## config.mk

```make
export PLATFORM = sky130hd
export DESIGN_NAME = clk_div_gen
export DESIGN_NICKNAME = d
export VERILOG_FILES = /design/src/rtl/clk_div_gen.sv
export SDC_FILE = /design/constraint.sdc
export NUM_CORES = 1
export LEC_CHECK = 0
export ABC_CLOCK_PERIOD_IN_PS = 6100
export BUFFER_PORTS_ARGS = -buffer_cell sky130_fd_sc_hd__buf_4
export CAP_MARGIN = 15
export CORE_ASPECT_RATIO = 0.75
export CORE_UTILIZATION = 52
export CTS_CLUSTER_DIAMETER = 150
export CTS_CLUSTER_SIZE = 10
export DETAILED_ROUTE_END_ITERATION = 6
export PLACE_DENSITY = 0.7
export SETUP_SLACK_MARGIN = 0.15
export SKIP_LAST_GASP = 1
export SYNTH_ARGS = -nofsm -noshare
export SYNTH_HDL_FRONTEND = slang
export SYNTH_SLANG_ARGS = --single-unit
```

## constraint.sdc

```tcl
create_clock -name CLK -period 6.1 [get_ports CLK]
set_input_delay 0.305 -clock CLK [delete_from_list [all_inputs] [get_ports CLK]]
set_output_delay 0.305 -clock CLK [all_outputs]
set_load 0.005 [all_outputs]
```

## src/rtl/clk_div_gen.sv

```systemverilog
// Programmable clock divider with registered CLKOUT/TICK, run/drain control
// and divisor changes deferred to period boundaries.
module clk_div_gen #(
    parameter int WIDTH       = 16,
    parameter int DEFAULT_DIV = 2
) (
    input  logic             CLK,
    input  logic             RST,
    input  logic             EN,
    input  logic [WIDTH-1:0] DIV_IN,
    input  logic             DIV_LOAD,
    output logic             CLKOUT,
    output logic             TICK,
    output logic             RUNNING,
    output logic             DIV_BUSY,
    output logic             DIV_ERR
);

    typedef enum logic [1:0] {
        S_IDLE  = 2'd0,
        S_RUN   = 2'd1,
        S_DRAIN = 2'd2
    } state_t;

    localparam logic [WIDTH-1:0] DEF = WIDTH'(DEFAULT_DIV);
    localparam logic [WIDTH-1:0] ONE = WIDTH'(1);
    localparam logic [WIDTH-1:0] TWO = WIDTH'(2);

    state_t           r_state;
    logic [WIDTH-1:0] r_cnt;
    logic [WIDTH-1:0] r_div;
    logic [WIDTH-1:0] r_pdiv;
    logic             r_pend;
    logic             r_clkout;
    logic             r_tick;
    logic             r_err;

    state_t           w_state;
    logic [WIDTH-1:0] w_cnt;
    logic [WIDTH-1:0] w_div;
    logic [WIDTH-1:0] w_pdiv;
    logic             w_pend;
    logic             w_clkout;
    logic             w_tick;
    logic             w_err;
    logic             w_bnd;
    logic             w_good;
    logic             w_bad;

    assign w_good = DIV_LOAD && (DIV_IN >= TWO);
    assign w_bad  = DIV_LOAD && (DIV_IN < TWO);
    assign w_bnd  = (r_state != S_IDLE) && (r_cnt == r_div - ONE);

    always_ff @(posedge CLK) begin
        if (RST) begin
            r_state  <= S_IDLE;
            r_cnt    <= '0;
            r_div    <= DEF;
            r_pdiv   <= DEF;
            r_pend   <= 1'b0;
            r_clkout <= 1'b0;
            r_tick   <= 1'b0;
            r_err    <= 1'b0;
        end else begin
            r_state  <= w_state;
            r_cnt    <= w_cnt;
            r_div    <= w_div;
            r_pdiv   <= w_pdiv;
            r_pend   <= w_pend;
            r_clkout <= w_clkout;
            r_tick   <= w_tick;
            r_err    <= w_err;
        end
    end

    always_comb begin
        w_state = r_state;
        unique case (r_state)
            S_IDLE:  if (EN) w_state = S_RUN;
            S_RUN:   if (!EN) w_state = S_DRAIN;
            S_DRAIN: begin
                if (EN)         w_state = S_RUN;
                else if (w_bnd) w_state = S_IDLE;
            end
            default: w_state = S_IDLE;
        endcase
    end

    // Divisor only ever changes in IDLE or on a wrap edge, never mid-period.
    always_comb begin
        w_div  = r_div;
        w_pdiv = r_pdiv;
        w_pend = r_pend;
        if (r_state == S_IDLE || w_bnd) begin
            if (w_good) begin
                w_div  = DIV_IN;
                w_pdiv = DIV_IN;
            end else if (r_pend) begin
                w_div  = r_pdiv;
            end
            w_pend = 1'b0;
        end else if (w_good) begin
            w_pdiv = DIV_IN;
            w_pend = 1'b1;
        end
        if (w_state == S_IDLE || r_state == S_IDLE || w_bnd)
            w_cnt = '0;
        else
            w_cnt = r_cnt + ONE;
    end

    // Outputs are decoded from next-cycle values so the flops line up with cnt.
    always_comb begin
        w_clkout = (w_state != S_IDLE) && (w_cnt < (w_div >> 1));
        w_tick   = (w_state != S_IDLE) && (w_cnt == w_div - ONE);
        w_err    = w_bad;
    end

    assign CLKOUT   = r_clkout;
    assign TICK     = r_tick;
    assign RUNNING  = (r_state != S_IDLE);
    assign DIV_BUSY = r_pend;
    assign DIV_ERR  = r_err;

endmodule

```

; ---- Word-level counts from Yosys, hierarchy flattened
; Index checks and enable logic that the tools add are counted.
[totals]
ff_bits = 54
inputBits = 20
[op_classes]
n_addsub = 3
order_cmp = 3
n_eq_ne = 4
n_mux = 9
reduce_logical = 13
[op_table]
columns = operator, n
row1 = two-way mux 16 bit, 4
row2 = equality test 16 bit, 2
row3 = subtractor 16 x 1 -> 16 bit (second input constant), 2
row4 = adder 16 x 1 -> 16 bit (second input constant), 1
row5 = greater-or-equal comparator 16 x 2 -> 1 bit (second input constant), 1
row6 = less-than comparator 16 x 15 -> 1 bit, 1
row7 = less-than comparator 16 x 2 -> 1 bit (second input constant), 1
row8 = two-way mux 2 bit, 4
row9 = one-hot mux 2 bit (3 select lines), 1
row10 = logical AND 1 bit, 5
row11 = zero test 2 bit, 2
row12 = nonzero test 2 bit, 2
row13 = logical OR 1 bit, 3
row14 = equality test 2 x 1 -> 1 bit (second input constant), 1
row15 = equality test 2 bit (second input constant), 1
row16 = OR reduction 2 bit, 1

; ---- Longest topological paths before layout
; Gate-level depths: netlist of the first run.
[logic_depth]
depth_word = 12
depth_mapped = 22

; ---- Worst setup path after synthesis of the first run
; OpenSTA, ideal clock, no wires.
[synth_path]
path_kind = register to register
startpoint = register r_div[0]
endpoint = register r_tick, in the netlist TICK
t_arrival_ns = 4.372
path_slack_ns = 1.640
stages_incl_launch_ff = 23
path_buffers = 2
path_cell_list = dfxtp_1 -> inv_1 -> ha_1 -> nor3b_2 -> a21oi_1 -> or4_1 -> nor4_2 -> and2_1 -> a21boi_1 -> buf_2 -> buf_1 -> a21oi_1 -> ha_1 -> inv_1 -> nor2_1 -> nand2_1 -> o22ai_1 -> xnor2_1 -> nand3_1 -> and2_1 -> a2111oi_2 -> o211ai_1 -> nor4_2
[synth_via]
elab_chain_len = 12
[synth_rtl]
columns = item, line_no
row1 = start: declaration, 31  ; logic [WIDTH-1:0] r_div;
row2 = start signal: assignment, 67  ; r_div <= w_div;
row3 = branches (longest 11 deep; another with subtractor 16 x 1 -> 16 bit), --
row4 = logical AND 1 bit (*), 115  ; w_tick = (w_state != S_IDLE) && (w_cnt == w_div - ONE);
row5 = end signal: assignment, 71  ; r_tick <= w_tick;
row6 = end: declaration, 35  ; logic r_tick;
; Every way passes the cells marked *.
; A chain may end at the register's enable or synchronous reset.

; ---- Worst setup path in the final report of the first run
[layout_path]
startpoint = register r_div[1]
endpoint = register r_tick, in the netlist TICK
; Same word-level chain as after synthesis.

==> flow_summary_export.csv, run 1 <==
group,metric,value,unit
clocking,clk_latency,0.34,ns
route,via_per_inst,6.11,
floorplanning,die_h,79.1,um
clocking,ctsHoldBuffers,0,
power_and_ir_drop,p_leak,1.72,nW
route,drt-total-wl,11700,um
cells_and_area,nets,591,
global_routing,grt_first_pass_wirelength,19200,um
critical_path,r2r_end,"TICK",
placed_design,io_buffers,24,
timing,fin_crit,5.22,ns
clocking,cts_resized,0,
global_routing,grt_max_degree,54,
floorplanning,dieArea,8280,um^2
cells_and_area,areaGrowthSynthToFinish,7.41,%
outcome,outcome,"finished, final reports clean",
timing,fin_setup_tns,0,ns
critical_path,crit_end,"TICK",
clocking,cts_buffer_depth,2,
critical_path,critPathLaunchType,"flip-flop",
power_and_ir_drop,power_density,196,nW/um^2
critical_path,rrSetupSlack,0.88,ns
critical_path,cp.required,6.36,ns
yosys,synth-edff-count,0,
cells_and_area,multi_input_area,2860,um^2
placed_design,dpl.hpwl,8890,um
route,route.vias.total,4017,
global_routing,antenna_found_initial,0,
cells_and_area,layout.area.seq,1080,um^2
yosys,ys_types,70,
route,drt-pass1-iter-count,5,
yosys,synth-warning-count,0,
yosys,synth-compound-area-share,21.9,%
min_path,hp-start,"EN",
timing,hold_viol_final,0,
placed_design,place_ws,0.967,ns
critical_path,crit_path_end_kind,"flip-flop",
global_routing,grt_pass1_vias,3790,
cells_and_area,fill_cells,734,
yosys,syn_area,4120,um^2
timing,setup_slack,0.878,ns
route,met3_length,768,um
clocking,ctsRootBufferMaster,"clkbuf_8",
min_path,min_path_type,"primary input to flip-flop",
clocking,numCtsBuffers,5,
critical_path,r2r_start,"r_div[1]",
route,drc_errors,0,
critical_path,ff2ff_path_depth,20,
critical_path,crit_fanout,14,
critical_path,cp.arrival,5.49,ns
clocking,cts.sinks,54,
floorplanning,rows,27,
global_routing,overflow,0,
floorplanning,pin_count,25,
critical_path,critPathKind,"flip-flop to flip-flop",
floorplanning,start_util,54.9,%
power_and_ir_drop,peakVddDrop,0.127,mV
yosys,synthSimpleGateAreaFrac,28.8,%
route,drtIter0Drc,325,
cells_and_area,diodes,0,
clocking,post_cts_buffers,0,
global_routing,track_usage,29.6,%
timing,slew_violations,0,
flow_run,drv_cap,0,
yosys,synth_xor_area_share,11.1,%
yosys,synth.area.mux_share,1.97,%
yosys,syn_avg_cell_area,7.49,um^2
clocking,htreeDepth,2,
timing,fin_crit_sh,85.6,%
power_and_ir_drop,total_power,0.000865,W
yosys,synth_top_family_by_area,"simple AND/OR/NAND/NOR gates",
route,top_layer_used,"met4",
yosys,async_reset_ff_share,0,%
cells_and_area,final_layout_size_suffix_gt1_share,10.3,%
timing,fmax,0.191,GHz
route,antenna_left,0,
yosys,synthCells,550,
placed_design,gp_congestion,0.913,
timing,max_slew_margin,45.6,%
route,wl_met1,5540,um
placed_design,dp.cells,649,
yosys,seq_area_frac_synth,26.2,%
route,met2_wirelength,5210,um
route,wl_per_cell,17.8,um
critical_path,crit_start,"r_div[1]",
timing,setup_viol,0,
clocking,clk_pin_slew_worst_paths,0.12,ns
timing,rsz0062_at_grt,"false",
yosys,synth_seq_cells,54,
timing,skew,0.0159,ns
cells_and_area,fin_cells,657,
floorplanning,core,7500,um^2
clocking,cts_tree,"yes",
timing,whs,0.222,ns
floorplanning,die_x,105,um
yosys,ys.flop_type,"dfxtp_1",
yosys,syn_nets,586,
yosys,synth_fa_ha_area_share,5.35,%
timing,worst_pin_slew,0.809,ns
-- power breakdown --
| group | total [W] | switching [W] | leakage [nW] | internal [W] |
|---|---|---|---|---|
| clock network | 0.000220 | 0.000139 | 0.0441 | 0.0000812 |
| registers | 0.000389 | 0.0000223 | 0.442 | 0.000367 |
| logic | 0.000256 | 0.000155 | 1.23 | 0.000101 |
-- kinds of logic (layout without fill, tap and decap cells) --
kind of cell	after synthesis	count (layout)
and+or+nand+nor	243	243
AOI/OAI and AO/OA	131	131
DFF	54	54
xor gates and xnor gates	52	52
buffers and inverters	44	50
adders and majority gates	18	18
muxes	8	8
-- cell usage in the layout, fill, tap and decap left out, types with 7 or more instances in the layout --
| cell | Yosys | layout |
|---|---|---|
| ha_1 | 16 | 16 |
| a21oi_1 | 51 | 51 |
| nor2b_1 | 7 | 7 |
| nor3_1 | 26 | 26 |
| nor2_1 | 69 | 69 |
| mux2i_1 | 7 | 7 |
| and3_1 | 10 | 10 |
| nand4_1 | 9 | 9 |
| o21ai_0 | 16 | 16 |
| inv_1 | 13 | 13 |
| nand2_1 | 69 | 69 |
| buf_4 | 0 | 29 |
| dfxtp_1 | 54 | 54 |
| xnor2_1 | 29 | 29 |
| xor2_1 | 23 | 23 |
| nand3_1 | 13 | 13 |
-- state kept, by name, summed over array words and instances (netlist names) --
register,flops
CLKOUT,1
r_cnt,16
DIV_ERR,1
TICK,1
DIV_BUSY,1
r_state,2
r_pdiv,16
r_div,16
-- metal layers --
metal	vias up	track usage, %
li1	1963	-
met1	1914	40.1
met2	122	46.0
met3	18	7.14
met4	0	10.1
met5	-	0
-- per-stage QoR --
stage / util [%] / instance area, um^2
2_1_floorplan: - / 4120
3_3_place_gp: 57.8 / 4330
3_5_place_dp: 57.8 / 4330
4_1_cts: 59.0 / 4420
5_1_grt: 59.0 / 4420
6_report: 59.0 / 4420
-- how the worst min path moves through the flow --
stage               cells after the start  slack, ns          to
finish                                  3       0.22  r_state[1]
global route                            3       0.22  r_state[1]
detailed placement                      2       0.45  r_pdiv[11]
floorplan                               2       0.44  r_pdiv[11]
global placement                        2       0.44  r_pdiv[11]
CTS                                     3       0.22  r_state[1]
-- cells in the mapped netlist (3+ instances only) --
| cell | number | share of area [%] |
|---|---|---|
| a211oi_1 | 4 | 0.73 |
| a21oi_1 | 51 | 6.2 |
| a22oi_1 | 6 | 1.1 |
| a31oi_1 | 5 | 0.76 |
| and2_1 | 5 | 0.76 |
| and3_1 | 10 | 1.5 |
| buf_1 | 3 | 0.27 |
| buf_2 | 6 | 0.73 |
| buf_6 | 3 | 0.82 |
| clkbuf_1 | 19 | 1.7 |
| dfxtp_1 | 54 | 26 |
| ha_1 | 16 | 4.9 |
| inv_1 | 13 | 1.2 |
| mux2i_1 | 7 | 1.7 |
| nand2_1 | 69 | 6.3 |
| nand2b_1 | 5 | 0.76 |
| nand3_1 | 13 | 1.6 |
| nand4_1 | 9 | 1.4 |
| nor2_1 | 69 | 6.3 |
| nor2b_1 | 7 | 1.1 |
| nor3_1 | 26 | 3.2 |
| nor4_1 | 6 | 0.91 |
| o211ai_1 | 6 | 1.1 |
| o21a_1 | 3 | 0.55 |
| o21ai_0 | 16 | 1.9 |
| o21bai_1 | 3 | 0.55 |
| o221ai_1 | 3 | 0.64 |
| o22ai_1 | 3 | 0.46 |
| or2_2 | 3 | 0.46 |
| or3_1 | 6 | 0.91 |
| xnor2_1 | 29 | 6.2 |
| xor2_1 | 23 | 4.9 |
-- worst max-delay path, cell delays in order (launching register included) --
cell and delay [ns]:
dfxtp_1 0.39, inv_1 0.08, ha_1 0.24, nor3b_2 0.43
a21oi_1 0.11, or4_1 0.53, nor4_2 0.31, nand2_1 0.16
o32a_4 0.51, a2bb2oi_4 0.23, ha_1 0.24, inv_1 0.08
nor2_1 0.25, nand2_1 0.09, o22ai_1 0.32, xnor2_1 0.16
nand3_1 0.07, and2_1 0.19, a2111oi_2 0.31, o211ai_1 0.16
nor4_2 0.27
-- final cells by class --
cell class	instances	area share, %
clock buffer	5	1.56
inverter	13	1.10
timing repair buffer	29	4.92
tap	101	2.86
sequential	54	24.4
multi-input combinational	452	64.6
clock inverter	3	0.481
Note: power is estimated with default switching activity, not from simulation.
==> run 2: changes to the inputs <==
--- a/config.mk
+++ b/config.mk
@@ -10,6 +10,7 @@
 export CAP_MARGIN = 15
 export CORE_ASPECT_RATIO = 0.75
 export CORE_UTILIZATION = 52
+export CTS_BUF_LIST = sky130_fd_sc_hd__clkbuf_8
 export CTS_CLUSTER_DIAMETER = 150
 export CTS_CLUSTER_SIZE = 10
 export DETAILED_ROUTE_END_ITERATION = 6
==> constraint.sdc (replaced) <==
create_clock -name CLK -period 6.1 [get_ports CLK]
set_input_delay 1.22 -clock CLK [delete_from_list [all_inputs] [get_ports CLK]]
set_output_delay 1.22 -clock CLK [all_outputs]
set_load 0.005 [all_outputs]
==> run 2 against run 1 <==
Net effect: die area unchanged; count of clock-buffer cells in the layout unchanged; final cell count down 0.15%; critical path depth unchanged; worst hold slack better by 0.25 ns; non-clock buffer count down 1; maximum frequency down 2.0%; global-route usage down 0.41 points; sequential cell count unchanged; register-to-register slack worse by 0.10 ns; via count down 1.5%; critical path type unchanged; largest cell class unchanged; highest routed layer unchanged.
==> flow_summary_export.csv, run 2 (synthesis results as in run 1) <==
group,metric,value,unit
critical_path,ff2ff_path_depth,20,
placed_design,dpl.hpwl,8780,um
global_routing,overflow,0,
clocking,clk_pin_slew_worst_paths,0.11,ns
global_routing,antenna_found_initial,0,
timing,whs,0.469,ns
power_and_ir_drop,peakVddDrop,0.0957,mV
route,wl_per_cell,17.3,um
critical_path,crit_fanout,14,
cells_and_area,largestRegisters,"r_cnt x16, r_div x16, r_pdiv x16",
timing,worst_pin_slew,0.991,ns
flow_run,drv_cap,0,
cells_and_area,final_layout_size_suffix_gt1_share,10.1,%
global_routing,track_usage,29.2,%
critical_path,critPathMaxStageDelay,0.51,ns
power_and_ir_drop,p_leak,1.71,nW
timing,skew,0.00731,ns
clocking,clk_latency,0.32,ns
global_routing,grt_max_degree,54,
route,drc_errors,0,
timing,fin_crit_sh,87.3,%
route,via_per_inst,6.03,
timing,max_slew_margin,33.4,%
clocking,cts_tree,"yes",
floorplanning,die_h,79.1,um
global_routing,grt_pass1_vias,3820,
critical_path,cp.required,6.33,ns
clocking,htreeDepth,2,
clocking,numCtsBuffers,5,
clocking,post_cts_buffers,0,
clocking,cts_buffer_depth,2,
timing,rsz0062_at_grt,"false",
floorplanning,start_util,54.9,%
cells_and_area,final_core_util,58.9,%
min_path,min_path_type,"flip-flop to flip-flop",
route,drtIter0Drc,244,
route,route.vias.total,3958,
critical_path,critPathKind,"flip-flop to flip-flop",
placed_design,io_buffers,24,
clocking,cts_resized,0,
critical_path,cp_top_family,"simple AND/OR/NAND/NOR gates",
timing,setup_viol,0,
route,drt-total-wl,11400,um
route,drt-pass1-iter-count,5,
power_and_ir_drop,power_density,196,nW/um^2
cells_and_area,nets,590,
timing,fin_crit,5.33,ns
floorplanning,core,7500,um^2
cells_and_area,mostFrequentLayoutCells,"nand2_1, nor2_1, dfxtp_1",
global_routing,grt_first_pass_wirelength,19200,um
timing,fmax,0.188,GHz
clocking,cts.sinks,54,
cells_and_area,areaGrowthSynthToFinish,7.32,%
critical_path,critPathLaunchType,"flip-flop",
clocking,ctsRootBufferMaster,"clkbuf_8",
critical_path,cp.arrival,5.56,ns
floorplanning,rows,27,
placed_design,gp_congestion,0.871,
timing,hold_viol_final,0,
critical_path,crit_path_top_delay_cell,"o32a_4",
route,antenna_left,0,
floorplanning,pin_count,25,
outcome,outcome,"finished, final reports clean",
critical_path,crit_path_end_kind,"flip-flop",
floorplanning,die_x,105,um
timing,slew_violations,0,
critical_path,crit_chain,"inv_1 -> ha_1 -> nor3b_2 -> a21oi_1 -> or4_1 -> nor4_2 -> nand2_1 -> o32a_4 -> a2bb2oi_4 -> ha_1 -> inv_1 -> nor2_1 -> nand2_1 -> o22ai_1 -> xnor2_1 -> nand3_1 -> and2_1 -> a2111oi_2 -> o211ai_1 -> nor4_2",
clocking,ctsHoldBuffers,0,
critical_path,crit_buf_inv,2,
min_path,hold_depth,2,
floorplanning,dieArea,8280,um^2
timing,fin_setup_tns,0,ns
cells_and_area,diodes,0,
critical_path,crit_cells,20,
## run 2: per-layer routing
layer | vias to the layer above | part of all wire, % | global-route usage [%] | wire, um
met3 | 14 | 4.7 | 5.34 | 534
li1 | 1957 | - | - | -
met2 | 88 | 45 | 48.1 | 5100
met4 | 0 | 1.2 | 6.48 | 133
met1 | 1899 | 49 | 39.8 | 5610
met5 | - | 0 | 0 | 0
## run 2: worst paths after layout
check,from,endpoint,slack (ns)
worst max-delay path,r_div[0],TICK,0.77
worst min-delay path,r_pdiv[11],r_pdiv[11],0.47
worst min register to register,r_pdiv[11],r_pdiv[11],0.47
worst max register to register,r_div[0],TICK,0.77
## run 2: worst min-delay path, cell delays in order, from the launching register on
cell	delay, ns
dfxtp_1	0.33
nand2_1	0.05
a21oi_1	0.06
## run 2: final cells by class
type,instances,area [um^2]
clock buffers,5,68.8
multi-input cells,452,2860
clock inverters,3,25.0
repair buffers,28,210
inverters,13,48.8
well taps,101,126
flip-flops and latches,54,1080
fillers,746,3080
## run 2: metrics by stage
stage | power (W) | instances | cell area (um^2) | setup WS (ns)
2_1_floorplan | 0.000579 | 550 | 4120 | 1.64
3_3_place_gp | 0.000641 | 648 | 4330 | 1.00
3_5_place_dp | 0.000645 | 648 | 4330 | 0.792
4_1_cts | 0.000864 | 656 | 4420 | 0.752
5_1_grt | 0.000912 | 656 | 4420 | 0.220
6_report | 0.000866 | 656 | 4420 | 0.773
## run 2: power breakdown
part / total [W] / switching, W / internal, W
logic: 0.000252 / 0.000152 / 0.000100
registers: 0.000390 / 0.0000224 / 0.000367
clock network: 0.000225 / 0.000141 / 0.0000835
total: 0.000866 / 0.000316 / 0.000551
==> run 3: changes to the inputs <==
--- a/config.mk
+++ b/config.mk
@@ -8,13 +8,15 @@
 export ABC_CLOCK_PERIOD_IN_PS = 6100
 export BUFFER_PORTS_ARGS = -buffer_cell sky130_fd_sc_hd__buf_4
 export CAP_MARGIN = 15
+export CELL_PAD_IN_SITES_DETAIL_PLACEMENT = 1
+export CELL_PAD_IN_SITES_GLOBAL_PLACEMENT = 2
 export CORE_ASPECT_RATIO = 0.75
-export CORE_UTILIZATION = 52
+export CORE_UTILIZATION = 37
 export CTS_BUF_LIST = sky130_fd_sc_hd__clkbuf_8
 export CTS_CLUSTER_DIAMETER = 150
 export CTS_CLUSTER_SIZE = 10
 export DETAILED_ROUTE_END_ITERATION = 6
-export PLACE_DENSITY = 0.7
+export PLACE_DENSITY_LB_ADDON = 0.1
 export SETUP_SLACK_MARGIN = 0.15
 export SKIP_LAST_GASP = 1
 export SYNTH_ARGS = -nofsm -noshare
==> run 3 against run 2 <==
Net effect: count of clock-buffer cells in the layout up 1; worst hold slack better by 0.0013 ns; sequential power about the same; critical endpoint unchanged; largest cell class unchanged.
==> flow_summary_export.csv, run 3 (synthesis results as in run 1) <==
group,metric,value,unit
clocking,cts_resized,0,
timing,max_slew_margin,27.2,%
route,drtIter0Drc,162,
global_routing,grt_first_pass_wirelength,21700,um
cells_and_area,largestRegisters,"r_cnt x16, r_div x16, r_pdiv x16",
floorplanning,rows,32,
cells_and_area,final_layout_size_suffix_gt1_share,10.3,%
route,via_per_inst,5.81,
placed_design,gp_congestion,0.853,
cells_and_area,areaGrowthSynthToFinish,8.90,%
critical_path,crit_path_end_kind,"flip-flop",
power_and_ir_drop,peakVddDrop,0.0796,mV
global_routing,groute.layer.met1.usage,34.9,%
cells_and_area,diodes,0,
timing,fin_crit_sh,89.2,%
timing,rsz0062_at_grt,"false",
cells_and_area,fill_cells,1323,
critical_path,critPathLaunchType,"flip-flop",
clocking,ctsRootBufferMaster,"clkbuf_8",
route,drt-total-wl,13400,um
route,drc_errors,0,
flow_run,drv_cap,0,
timing,fin_crit,5.44,ns
global_routing,busiest_layer,"met2",
global_routing,grt_pass1_vias,4097,
global_routing,grt_util_met2,39.4,%
cells_and_area,nets,591,
timing,setup_viol,0,
timing,worst_pin_slew,1.08,ns
global_routing,antenna_found_initial,1,
min_path,min_path_type,"flip-flop to flip-flop",
critical_path,cp.required,6.34,ns
cells_and_area,fin_cells,692,
floorplanning,pin_count,25,
clocking,clk_pin_slew_worst_paths,0.11,ns
timing,fin_setup_tns,0,ns
global_routing,met3_usage,3.41,%
critical_path,critPathKind,"flip-flop to flip-flop",
clocking,cts_buffer_depth,2,
power_and_ir_drop,power_density,196,nW/um^2
route,drt-pass1-iter-count,4,
timing,fmax,0.184,GHz
floorplanning,core,10600,um^2
clocking,htreeDepth,2,
power_and_ir_drop,p_leak,1.72,nW
placed_design,dp.cells,684,
clocking,ctsHoldBuffers,0,
global_routing,track_usage,24.5,%
route,route.vias.total,4018,
route,wl_per_cell,19.3,um
clocking,numCtsBuffers,5,
route,antenna_left,0,
global_routing,overflow,0,
global_routing,grt_max_degree,54,
floorplanning,dieArea,11600,um^2
timing,hold_viol_final,0,
floorplanning,die_x,124,um
placed_design,io_buffers,24,
timing,skew,0.00634,ns
floorplanning,die_h,93.4,um
critical_path,crit_fanout,14,
timing,slew_violations,0,
clocking,cts_tree,"yes",
critical_path,cp.arrival,5.68,ns
clocking,post_cts_buffers,0,
placed_design,dpl.hpwl,10500,um
clocking,cts.sinks,54,
floorplanning,start_util,39.0,%
cells_and_area,final_core_util,42.4,%
clocking,clk_latency,0.32,ns
cells_and_area,mostFrequentLayoutCells,"nand2_1, nor2_1, dfxtp_1",
outcome,outcome,"finished, final reports clean",
## run 3: changes by cell type in the layout (fill, tap and decap cells not counted), sizes merged
| cell | change |
|---|---|
| inv | -1 |
| clkbuf | +1 |
| buf | +1 |
## run 3: path summary, 6_finish.rpt
| check | cells after the start | from | to | slack (ns) |
|---|---|---|---|---|
| worst max-delay path | 17 | r_div[0] | TICK | 0.66 |
| worst min-delay path | 2 | r_pdiv[14] | r_pdiv[14] | 0.47 |
| worst max register to register | 17 | r_div[0] | TICK | 0.66 |
| worst min register to register | 2 | r_pdiv[14] | r_pdiv[14] | 0.47 |
## run 3: final cells by class
class / instances / area, um^2 / area share (%)
well taps: 136 / 170 / 3.79
clock inverters: 2 / 12.5 / 0.279
multi-input cells: 452 / 2860 / 63.8
inverters: 13 / 48.8 / 1.09
clock buffers: 6 / 82.6 / 1.84
flip-flops and latches: 54 / 1080 / 24.1
repair buffers: 29 / 230 / 5.13
## run 3: power breakdown
group / total, W / internal (W) / switching (W)
Combinational: 0.000263 / 0.000102 / 0.000161
Sequential: 0.000390 / 0.000367 / 0.0000234
Clock: 0.000225 / 0.0000919 / 0.000133
## run 3: through the flow
step	worst slack, ns	hold slack, ns	power, W	instance area (um^2)
floorplan	1.64	0.437	0.000579	4120
finish	0.659	0.471	0.000878	4490
global placement	0.962	0.444	0.000652	4390
CTS	0.664	0.470	0.000886	4490
global route	0.226	0.495	0.000927	4490
detailed placement	0.692	0.452	0.000659	4390
## run 3: worst max-delay path, cell delays in order (launching register included)
cell and delay [ns]:
dfxtp_1 0.40, inv_1 0.10, ha_1 0.23, nor3b_2 0.47, a21oi_1 0.12, or4_1 0.56, nor4_2 0.29, nand2_1 0.18
o32a_4 0.53, a2bb2oi_4 0.24, ha_1 0.25, nand2_1 0.12, o31ai_1 0.92, nand2_1 0.19, a21oi_1 0.19, o2bb2ai_1 0.13
o211ai_1 0.14, nor4_2 0.30
## run 3: routing by layer
layer,wire (um),up-vias
met2,6060,45
met3,436,7
met1,6800,2001
met5,0,-
met4,89,0
li1,-,1965
